File: config.mk
export PLATFORM = sky130hd
export DESIGN_NAME = db_mem_bridge_flat
export DESIGN_NICKNAME = d
export VERILOG_FILES = /design/src/rtl/db_mem_bridge_if.sv /design/src/rtl/db_mem_bridge.sv /design/src/flat_wrapper.sv
export SDC_FILE = /design/constraint.sdc
export NUM_CORES = 1
export LEC_CHECK = 0
export CAP_MARGIN = 20
export CORE_ASPECT_RATIO = 2
export CORE_MARGIN = 5
export CORE_UTILIZATION = 50
export CTS_BUF_LIST = sky130_fd_sc_hd__clkbuf_4 sky130_fd_sc_hd__clkbuf_8
export DETAILED_ROUTE_END_ITERATION = 12
export PLACE_DENSITY = 0.95
export SLEW_MARGIN = 15
export SYNTH_ARGS = -nofsm -noshare
export SYNTH_HDL_FRONTEND = slang
export SYNTH_SLANG_ARGS = --single-unit
File: constraint.sdc
create_clock -name clk -period 6.2 [get_ports clk]
set_input_delay 1.24 -clock clk [delete_from_list [all_inputs] [get_ports clk]]
set_output_delay 1.24 -clock clk [all_outputs]
set_load 0.01 [all_outputs]
File: src/rtl/db_mem_bridge_if.sv
// rtl/db_mem_bridge_if.sv - CPU data-bus and word-memory port bundle for db_mem_bridge
interface db_mem_bridge_if #(
  parameter int unsigned MEM_AW = 30
);
  logic [31:0]       db_addr;
  logic [1:0]        db_access_type;
  logic [31:0]       db_data_out;
  logic [31:0]       db_data_in;
  logic              db_ready;
  logic              mem_req;
  logic              mem_we;
  logic [MEM_AW-1:0] mem_addr;
  logic [31:0]       mem_wdata;
  logic [31:0]       mem_rdata;
  logic              mem_ack;

  // master = the surrounding CPU and memory, slave = the bridge itself
  modport master (
    output db_addr, db_access_type, db_data_out, mem_rdata, mem_ack,
    input  db_data_in, db_ready, mem_req, mem_we, mem_addr, mem_wdata
  );

  modport slave (
    input  db_addr, db_access_type, db_data_out, mem_rdata, mem_ack,
    output db_data_in, db_ready, mem_req, mem_we, mem_addr, mem_wdata
  );
endinterface

File: src/rtl/db_mem_bridge.sv
// rtl/db_mem_bridge.sv - CPU data-bus to variable-latency req/ack word memory bridge
// Flags misaligned accesses and memory timeouts as one-cycle pulses alongside db_ready.
module db_mem_bridge #(
  parameter int unsigned MEM_AW   = 30,
  parameter logic [7:0]  TIMEOUT  = 8'd255,
  parameter logic [31:0] ERR_DATA = 32'hDEADBEEF
) (
  input  logic                  clk,
  input  logic                  res,
  db_mem_bridge_if.slave        bus,
  output logic                  err_align,
  output logic                  err_timeout,
  output logic [31:0]           err_addr
);
  // Access-type encoding: NONE=0, R=1, W=2, X=3; only NONE and W need decoding here.
  localparam logic [1:0] ACC_NONE = 2'd0;
  localparam logic [1:0] ACC_W    = 2'd2;

  typedef enum logic [1:0] {IDLE, ACCESS, RESP} state_t;

  state_t      state;
  logic [7:0]  tmo_cnt;
  logic [31:0] req_addr;

  always_ff @(posedge clk) begin
    if (res) begin
      state           <= IDLE;
      tmo_cnt         <= 8'd0;
      req_addr        <= 32'd0;
      bus.db_ready    <= 1'b0;
      bus.db_data_in  <= 32'd0;
      bus.mem_req     <= 1'b0;
      bus.mem_we      <= 1'b0;
      bus.mem_addr    <= '0;
      bus.mem_wdata   <= 32'd0;
      err_align       <= 1'b0;
      err_timeout     <= 1'b0;
      err_addr        <= 32'd0;
    end else begin
      bus.db_ready <= 1'b0;
      err_align    <= 1'b0;
      err_timeout  <= 1'b0;
      case (state)
        // RESP samples too: the CPU already holds its next request there
        IDLE, RESP: begin
          if (bus.db_access_type != ACC_NONE) begin
            req_addr     <= bus.db_addr;
            bus.mem_we   <= (bus.db_access_type == ACC_W);
            bus.mem_addr <= bus.db_addr[MEM_AW+1:2];
            if (bus.db_access_type == ACC_W) begin
              bus.mem_wdata <= bus.db_data_out;
            end
            if (bus.db_addr[1:0] == 2'b00) begin
              state       <= ACCESS;
              bus.mem_req <= 1'b1;
            end else begin
              state          <= RESP;
              bus.db_ready   <= 1'b1;
              bus.db_data_in <= ERR_DATA;
              err_align      <= 1'b1;
              err_addr       <= bus.db_addr;
            end
          end else begin
            state <= IDLE;
          end
        end
        ACCESS: begin
          // ack is checked first so an ack on the final allowed cycle still succeeds
          if (bus.mem_ack) begin
            state        <= RESP;
            bus.mem_req  <= 1'b0;
            bus.db_ready <= 1'b1;
            tmo_cnt      <= 8'd0;
            if (!bus.mem_we) begin
              bus.db_data_in <= bus.mem_rdata;
            end
          end else if (TIMEOUT != 8'd0 && tmo_cnt + 8'd1 == TIMEOUT) begin
            state          <= RESP;
            bus.mem_req    <= 1'b0;
            bus.db_ready   <= 1'b1;
            tmo_cnt        <= 8'd0;
            bus.db_data_in <= ERR_DATA;
            err_timeout    <= 1'b1;
            err_addr       <= req_addr;
          end else begin
            tmo_cnt <= tmo_cnt + 8'd1;
          end
        end
        default: state <= IDLE;
      endcase
    end
  end
endmodule
File: src/flat_wrapper.sv
// flat-port wrapper written by rule: the top's interface ports become plain ports
module db_mem_bridge_flat 
#(
  parameter int unsigned MEM_AW   = 30,
  parameter logic [7:0]  TIMEOUT  = 8'd255,
  parameter logic [31:0] ERR_DATA = 32'hDEADBEEF
)
  (clk, res, err_align, err_timeout, err_addr, bus_db_addr, bus_db_access_type, bus_db_data_out, bus_mem_rdata, bus_mem_ack, bus_db_data_in, bus_db_ready, bus_mem_req, bus_mem_we, bus_mem_addr, bus_mem_wdata);
  db_mem_bridge_if #(.MEM_AW(MEM_AW)) bus_i ();
  input  logic clk;
  input  logic res;
  output logic err_align;
  output logic err_timeout;
  output logic [31:0] err_addr;
  input wire logic [$bits(bus_i.db_addr)-1:0] bus_db_addr;
  input wire logic [$bits(bus_i.db_access_type)-1:0] bus_db_access_type;
  input wire logic [$bits(bus_i.db_data_out)-1:0] bus_db_data_out;
  input wire logic [$bits(bus_i.mem_rdata)-1:0] bus_mem_rdata;
  input wire logic [$bits(bus_i.mem_ack)-1:0] bus_mem_ack;
  output wire logic [$bits(bus_i.db_data_in)-1:0] bus_db_data_in;
  output wire logic [$bits(bus_i.db_ready)-1:0] bus_db_ready;
  output wire logic [$bits(bus_i.mem_req)-1:0] bus_mem_req;
  output wire logic [$bits(bus_i.mem_we)-1:0] bus_mem_we;
  output wire logic [$bits(bus_i.mem_addr)-1:0] bus_mem_addr;
  output wire logic [$bits(bus_i.mem_wdata)-1:0] bus_mem_wdata;
  assign bus_i.db_addr = bus_db_addr;
  assign bus_i.db_access_type = bus_db_access_type;
  assign bus_i.db_data_out = bus_db_data_out;
  assign bus_i.mem_rdata = bus_mem_rdata;
  assign bus_i.mem_ack = bus_mem_ack;
  assign bus_db_data_in = bus_i.db_data_in;
  assign bus_db_ready = bus_i.db_ready;
  assign bus_mem_req = bus_i.mem_req;
  assign bus_mem_we = bus_i.mem_we;
  assign bus_mem_addr = bus_i.mem_addr;
  assign bus_mem_wdata = bus_i.mem_wdata;
  db_mem_bridge #(.MEM_AW(MEM_AW), .TIMEOUT(TIMEOUT), .ERR_DATA(ERR_DATA)) u_core (.clk(clk), .res(res), .bus(bus_i), .err_align(err_align), .err_timeout(err_timeout), .err_addr(err_addr));
endmodule
== Word-level counts from Yosys, hierarchy flattened ==
Index checks and enable logic that the tools add are counted.
Operators by class
  $add $sub $neg: 1
  mux-type cells: 28
  reduce and logical (&&, ||, !) cells: 12
  bitwise logic cells: 2
  equality and inequality tests: 11
Operators with widths (count)
  $mux W32: 9
  $pmux W32 S2: 2
  $mux W8: 2
  $reduce_and A5 Y1: 2
  $add A8 B1 Y8 const B: 1
  $eq A8 B8 Y1 const B: 1
  $mux W1: 8
  $mux W2: 4
  $ne A2 B1 Y1 const B: 3
  $eq A2 B2 Y1 const B: 2
  $logic_not A2 Y1: 2
  $ne A2 B2 Y1 const B: 2
  $pmux W1 S2: 2
  $pmux W2 S2: 1
  $reduce_and A4 Y1: 1
  $reduce_bool A2 Y1: 2
  $reduce_or A2 Y1: 2
  $ne A3 B2 Y1 const B: 1
  $ne A3 B3 Y1 const B: 1
  $reduce_and A3 Y1: 1
  $reduce_or A3 Y1: 1
  $eq A2 B1 Y1 const B: 1
  $not A1 Y1: 2
  $reduce_and A2 Y1: 1
Word-level totals
  register bits: 173
  logic and storage cells: 66
  input bits: 101

== Logic depth before layout (Yosys ltp) ==
Gate-level depths: netlist of run 1.
  depth after elaboration: 5
  mapped depth: 8
  gate-level depth less buffers: 6

== Least setup slack after synthesis of run 1 ==
No wires, ideal clock.
  path type: input -> register
  from: input bus_db_access_type[1]
  to: register u_core.err_addr[12]
  arrival: 2.576 ns
  setup slack: 3.562 ns
  path buffers: 2
  required time: 6.137 ns
  cell stages on the path: 7
  cells stage by stage: o21bai_1 -> nor2_1 -> nor3_1 -> buf_2 -> buf_1 -> a22oi_1 -> nand3_1
Between the ends
  cells in the longest elaborated chain, start to end: 3
Ends and longest elaborated chain
  from (decl): line flat_wrapper.sv:16  | input wire logic [$bits(bus_i.db_access_type)-1:0] bus_db_access_type;
  $reduce_bool A2 Y1: line db_mem_bridge.sv:46  | if (bus.db_access_type != ACC_NONE) begin
  $ne A2 B1 Y1 (no source line)
  $reduce_and A5 Y1 (no source line)
  to (signal assigned): line db_mem_bridge.sv:61  | err_addr <= bus.db_addr;
  to (signal assigned): line db_mem_bridge.sv:84  | err_addr <= req_addr;
  to (decl): line db_mem_bridge.sv:13  | output logic [31:0] err_addr
Every way passes these cells.
A chain may end at the register's enable or synchronous reset.

== Worst setup path after layout of run 1 ==
  from: input bus_db_access_type[0]
  to: register u_core.bus.db_data_in[31]
Between the ends
  cells in the longest elaborated chain, start to end: 3
Ends and longest elaborated chain
  $reduce_bool A2 Y1: line db_mem_bridge.sv:46
  $ne A2 B1 Y1 (no source line)
  $reduce_and A5 Y1 (no source line)
  to (signal assigned): line db_mem_bridge.sv:75  | bus.db_data_in <= bus.mem_rdata;
  to (decl): line db_mem_bridge_if.sv:25  | output db_data_in, db_ready, mem_req, mem_we, mem_addr, mem_wdata
Every way passes these cells.

==> flow_metrics.tcl, run 1 <==
set metrics [dict create \
    wl_um 20570 \
    synth-simple-area-share_pct 21.49 \
    synth_compound_area_share_pct 24.09 \
    coreArea_um2 12410 \
    start_util_pct 50.47 \
    grt_usage_pct 27.26 \
    grt_setup_unrepaired "no" \
    vias_per_cell 6.064 \
    yosysMostFrequentCell "dfxtp_1" \
    die_y_um 168.3 \
    synth_area_leaders "dfxtp_1 46%, nand2_1 8.0%, a21oi_1 6.3%" \
    synth_top_area_cell "dfxtp_1" \
    dieWidth_um 89.14 \
    post-route-min-period_ns 3.675 \
    multi_input_area_um2 2922 \
    clkPwrFrac_pct 32.0 \
    power_switching_share_pct 29.77 \
    maxSlewViolCount 0 \
    worst_pin_slew_ns 0.9443 \
    io_pins 232 \
    clock.fmax_mhz 272.1 \
    drt_pre_antenna_iters 6 \
    dpl-instance-area_um2 8372 \
    fin_skew_ns 0.01190 \
    powerDensity_nw_per_um2 243.9 \
    hold_buffers 0 \
    grt_max_degree 55 \
    synth-adder-area-share_pct 0.3995 \
    placement.io_buffers 231 \
    maxSlewHeadroom_pct 36.89 \
    min_period_over_period_pct 59.27 \
    synth_flop_cell "dfxtp_1" \
    syn-cell-area_um2 6264 \
    synth_nets 853 \
    hold_slack_ns 0.4580 \
    synth_xor_area_share_pct 0.1398 \
    status "finished, final reports clean" \
    diodes 0 \
    fp.dieArea_um2 15000 \
    synth_common_cells "143 x dfxtp_1, 134 x nand2_1, 79 x a21oi_1, 50 x clkbuf_1, 36 x nand3_1" \
    switchingPower_w 0.0006365 \
    pwr-share-seq_pct 48.4 \
    clk_pin_slew_ns 0.09 \
    drtIter0Drc 564 \
    synth-edff-count 0 \
    cts_buffers 17 \
    drive_above_1_share_pct 9.023 \
    synth_async_sr_flop_share_pct 0 \
    antenna_left 0 \
    post_cts_resized 0 \
    worstHoldPathType "flip-flop to flip-flop" \
    post_cts_buffers 0 \
    tns_ns 0 \
    clk_latency_ns 0.45 \
    clock-sinks 143 \
    maxCapViolCount 0 \
    avgSynthCellArea_um2 8.351 \
    cp-start-kind "input pin" \
    layout.nets 1021 \
    grt_pass1_vias 6555 \
    dp_hpwl_um 14090 \
    htreeDepth 4 \
    combPwrFrac_pct 19.6 \
    ys_types 50 \
    p_int_w 0.001502 \
    ys_warn_count 0 \
    grt_overflow_total 0 \
    yosys_register_bits 143 \
    ff_latch_area_um2 2863 \
    setup_viol_count_final 0 \
    critPathArrivalTime_ns 4.04 \
    clock-root-buffer "clkbuf_8" \
    setup.worst_path.class "input pin to flip-flop" \
    end_kind "flip-flop" \
    clockBufferDepth 2 \
    fin_area_um2 8765 \
    cts_tree "built" \
    ir_drop_mv 0.2052 \
    ys_seq_area_share_pct 45.71 \
    cp_data_required_time_ns 6.57 \
    fillers 808 \
    vias 6555 \
    gp_congestion 0.9032 \
    drc 0 \
    synth_top_family_by_area "compound AO/OA/AOI/OAI gates" \
    post_drt_wl_per_cell_um 19.03 \
    final-hold-violation-count 0 \
    p_leak_nw 3.198 \
    cp_max_fo 35 \
    antenna_found_initial 0 \
    syn_to_final_growth_pct 39.93 \
    synth_mux_area_share_pct 0 \
    rows 58 \
    grt_pass1_wl_um 32550 \
    postSynthCellCount 750 \
    synth_top_area_share_pct 45.71 \
]
==> final timing paths <==
kind | startpoint | depth (start not counted) | slack [ns] | endpoint
setup / recovery | bus_db_access_type[0] | 6 | 2.53 | u_core.bus.db_data_in[31]$_SDFFE_PP0P_
hold / removal | u_core.bus.mem_wdata[2]$_SDFFE_PP0P_ | 2 | 0.46 | u_core.bus.mem_wdata[2]$_SDFFE_PP0P_
setup reg to reg | u_core.state[0]$_SDFFE_PP0P_ | 5 | 3.29 | u_core.bus.db_data_in[31]$_SDFFE_PP0P_
hold reg to reg | u_core.bus.mem_wdata[2]$_SDFFE_PP0P_ | 2 | 0.46 | u_core.bus.mem_wdata[2]$_SDFFE_PP0P_
==> per-layer routing <==
metal,routed length (um),vias up,track usage (%)
met2,10060,425,44.62
met4,568,0,10.30
met5,0,-,0
met3,2667,45,10.68
li1,-,3012,-
met1,7268,3073,31.44
==> kinds of logic after synthesis <==
logic type,count (synthesis)
compound gates,221
xor+xnor,1
fa+ha+maj,2
buf+inv,99
flops,143
simple gates,284
==> cell usage in the layout, fill, tap and decap left out, types with 5 or more instances in the layout <==
cell,instances
o211ai_1,31
o21ai_0,5
nor2b_1,26
a21oi_2,20
o22ai_1,24
nand4_1,32
clkbuf_8,17
nand3_1,36
nor3_1,28
clkdlybuf4s50_1,230
nor2_1,7
a32o_1,8
a21oi_1,78
dfxtp_1,143
buf_4,12
inv_6,8
a22oi_1,29
nand2_1,134
==> final cells by class <==
type                       instances  share of cell area (%)
multi-input combinational        508                   33.33
sequential                       143                   32.66
timing repair buffer             244                   27.59
clock buffer                      17                   2.670
tap                              150                   2.141
clock inverter                    15                   1.428
inverter                           4                  0.1713
==> power groups by stage <==
| stage | clock network [W] | logic [W] | registers, W |
|---|---|---|---|
| 2_1_floorplan | 0 | 0.000167 | 0.00107 |
| 3_3_place_gp | 0 | 0.000402 | 0.00105 |
| 3_5_place_dp | 0 | 0.000415 | 0.00105 |
| 4_1_cts | 0.000692 | 0.000419 | 0.00103 |
| 5_1_grt | 0.000734 | 0.000451 | 0.00104 |
| 6_report | 0.000684 | 0.000420 | 0.00103 |
==> sequential cells by signal, indices dropped and copies added (netlist names) <==
name	count
u_core.bus.db_data_in	32
u_core.bus.db_ready	1
u_core.bus.mem_addr	29
u_core.bus.mem_req	1
u_core.bus.mem_wdata	32
u_core.bus.mem_we	1
u_core.err_addr	32
u_core.err_align	1
u_core.err_timeout	1
u_core.req_addr	3
u_core.state	2
u_core.tmo_cnt	8
==> critical path, stage by stage <==
cell and delay, ns:
clkdlybuf4s50_1 0.55, o21ba_2 0.69, o21ai_0 0.42, a21oi_4 0.71
o22ai_1 0.23, a21oi_1 0.17
==> metrics by stage <==
stage | cells | utilization, % | setup WS [ns] | total power [W]
floorplan | 750 | - | 3.562 | 0.001236
global placement | 1047 | 67.46 | 1.987 | 0.001452
detailed placement | 1047 | 67.46 | 1.819 | 0.001468
CTS | 1079 | 70.36 | 2.261 | 0.002144
global route | 1081 | 70.63 | 2.297 | 0.002227
finish | 1081 | 70.63 | 2.525 | 0.002138
No activity file was read; power rests on OpenSTA's default activity.
==> run 2, diff against run 1 <==
- CORE_UTILIZATION: 50 -> 42
- PLACE_DENSITY: 0.95 -> 0.87
- clock period: 6.2 -> 3.25 ns (I/O delays scaled with it)
==> run 2 against run 1 <==
  * Worst hold slack hardly changed
  * Final cell count rose by 4.9%
  * Worst setup slack got worse by 1.9 ns
  * Via count fell by 3.3%
  * Clock skew rose by 0.0025 ns
  * Power is 91% higher
  * Global-route usage fell by 4.0 points
  * First-iteration DRC count shrank 14%
  * Critical path depth unchanged
  * Cell area is 1.2% higher
  * Count of clock-buffer cells in the layout up 1
  * Non-clock buffer count is 8 higher
==> flow_metrics.tcl, run 2 (same netlist as run 1, synthesis figures left out) <==
set metrics [dict create \
    regToRegSetupSlack_ns 0.65 \
    grt_max_degree 48 \
    power_switching_share_pct 29.53 \
    grt_pass1_vias 6333 \
    cts_buffers 17 \
    grt_usage_pct 23.24 \
    vias_per_cell 5.590 \
    worst_pin_slew_ns 0.6876 \
    hold_depth 2 \
    post_drt_wl_per_cell_um 18.30 \
    fillers 1268 \
    maxSlewViolCount 0 \
    io_pins 232 \
    drive_above_1_share_pct 9.904 \
    ir_drop_mv 0.3288 \
    placement.io_buffers 231 \
    end_kind "flip-flop" \
    worstHoldPathType "flip-flop to flip-flop" \
    min_period_over_period_pct 80.12 \
    diodes 0 \
    r2r-start "u_core.tmo_cnt[0]$_SDFFE_PP0P_" \
    hold_buffers 0 \
    drt_pre_antenna_iters 5 \
    final_common_cell "clkdlybuf4s50_1" \
    worstHoldStart "u_core.bus.mem_wdata[8]$_SDFFE_PP0P_" \
    grt_pass1_wl_um 32420 \
    post-route-min-period_ns 2.604 \
    clkPwrFrac_pct 32.3 \
    fp.dieArea_um2 17600 \
    drtIter0Drc 483 \
    die_y_um 182.7 \
    pwr-share-seq_pct 48.2 \
    layout.nets 1029 \
    clock.fmax_mhz 384.0 \
    r2r.worst_path.cells 6 \
    syn_to_final_growth_pct 41.57 \
    dieWidth_um 96.35 \
    critPathArrivalTime_ns 2.93 \
    p_int_w 0.002881 \
    cp-start-kind "flip-flop" \
    coreArea_um2 14740 \
    dp_hpwl_um 14660 \
    antenna_left 0 \
    start_util_pct 42.49 \
    clockBufferDepth 2 \
    powerDensity_nw_per_um2 460.9 \
    p_leak_nw 3.239 \
    utilization_pct 60.16 \
    combPwrFrac_pct 19.5 \
    clk_latency_ns 0.44 \
    timing.rr.end "u_core.bus.db_data_in[24]$_SDFFE_PP0P_" \
    gp_congestion 0.8467 \
    cp_max_fo 11 \
    maxCapViolCount 0 \
    clk_pin_slew_ns 0.08 \
    reg_top3 "u_core.bus.db_data_in x32, u_core.bus.mem_wdata x32, u_core.err_addr x32" \
    status "finished, final reports clean" \
    switchingPower_w 0.001207 \
    layout_setup_ws_ns 0.6461 \
    final-instance-count-excl-fill 1134 \
    post_cts_resized 0 \
    mostFrequentLayoutCells "230 x clkdlybuf4s50_1, 143 x dfxtp_1, 134 x nand2_1" \
    tns_ns 0 \
    grt_setup_unrepaired "no" \
    clock-root-buffer "clkbuf_8" \
    post_cts_buffers 0 \
    vias 6339 \
    dp_slack_ns 0.6480 \
    cp_data_required_time_ns 3.58 \
    cts_tree "built" \
    antenna_found_initial 0 \
    fin_skew_ns 0.01439 \
    final-hold-violation-count 0 \
    dpl.cell_count 1102 \
    clock-sinks 143 \
    drc 0 \
    htreeDepth 4 \
    grt_overflow_total 0 \
    rows 63 \
    setup_viol_count_final 0 \
    setup.worst_path.class "flip-flop to flip-flop" \
    wl_um 20750 \
    maxSlewHeadroom_pct 54.16 \
    hold_end "u_core.bus.mem_wdata[8]$_SDFFE_PP0P_" \
]
==> run 2: critical path, cell delays in order, from the launching register on <==
cell and delay (ns):
dfxtp_1 0.47, ha_1 0.28, nand3_1 0.21, o32ai_2 0.35, o22a_1 0.48, nand3_1 0.36, a32o_1 0.35
==> run 2: worst max path at each step <==
stage,start,end,cells past startpoint
finish,u_core.tmo_cnt[0]$_SDFFE_PP0P_,u_core.bus.db_data_in[24]$_SDFFE_PP0P_,6
global route,u_core.tmo_cnt[0]$_SDFFE_PP0P_,u_core.bus.db_data_in[17]$_SDFFE_PP0P_,6
detailed placement,bus_mem_ack,u_core.err_addr[11]$_SDFFE_PP0P_,7
floorplan,u_core.tmo_cnt[1]$_SDFFE_PP0P_,u_core.bus.db_data_in[3]$_SDFFE_PP0P_,8
global placement,bus_mem_ack,u_core.err_addr[11]$_SDFFE_PP0P_,7
CTS,u_core.tmo_cnt[0]$_SDFFE_PP0P_,u_core.bus.db_data_in[20]$_SDFFE_PP0P_,6
==> run 2: power by group through the flow <==
| stage | Clock [W] | Combinational (W) | Sequential [W] |
|---|---|---|---|
| 4_1_cts | 0.00135 | 0.000802 | 0.00197 |
| 3_3_place_gp | 0 | 0.000783 | 0.00200 |
| 6_report | 0.00132 | 0.000798 | 0.00197 |
| 5_1_grt | 0.00143 | 0.000857 | 0.00199 |
| 2_1_floorplan | 0 | 0.000319 | 0.00204 |
| 3_5_place_dp | 0 | 0.000798 | 0.00201 |
==> run 2: per-layer routing <==
| layer | routed length, um | GRT usage, % |
|---|---|---|
| met2 | 11120 | 41.07 |
| met4 | 620 | 9.387 |
| met5 | 0 | 0 |
| met3 | 1596 | 6.312 |
| met1 | 7417 | 25.60 |
==> run 2: area by class of cell <==
type                            instances  area [um^2]  area share (%)
Clock buffer                           18        241.5           2.723
Clock inverter                         14        120.1           1.355
Inverter                                4        15.01          0.1693
Multi-Input combinational cell        508         2917           32.89
Sequential cell                       143         2863           32.28
Tap cell                              195        244.0           2.752
Timing Repair Buffer                  252         2467           27.83
==> run 2: through the flow <==
step / hold WS (ns) / power [W] / instance area [um^2]
detailed placement: 0.4453 / 0.002804 / 8506
global route: 0.4723 / 0.004272 / 8867
global placement: 0.4409 / 0.002787 / 8506
finish: 0.4577 / 0.004087 / 8867
floorplan: 0.4362 / 0.002358 / 6264
CTS: 0.4572 / 0.004125 / 8867
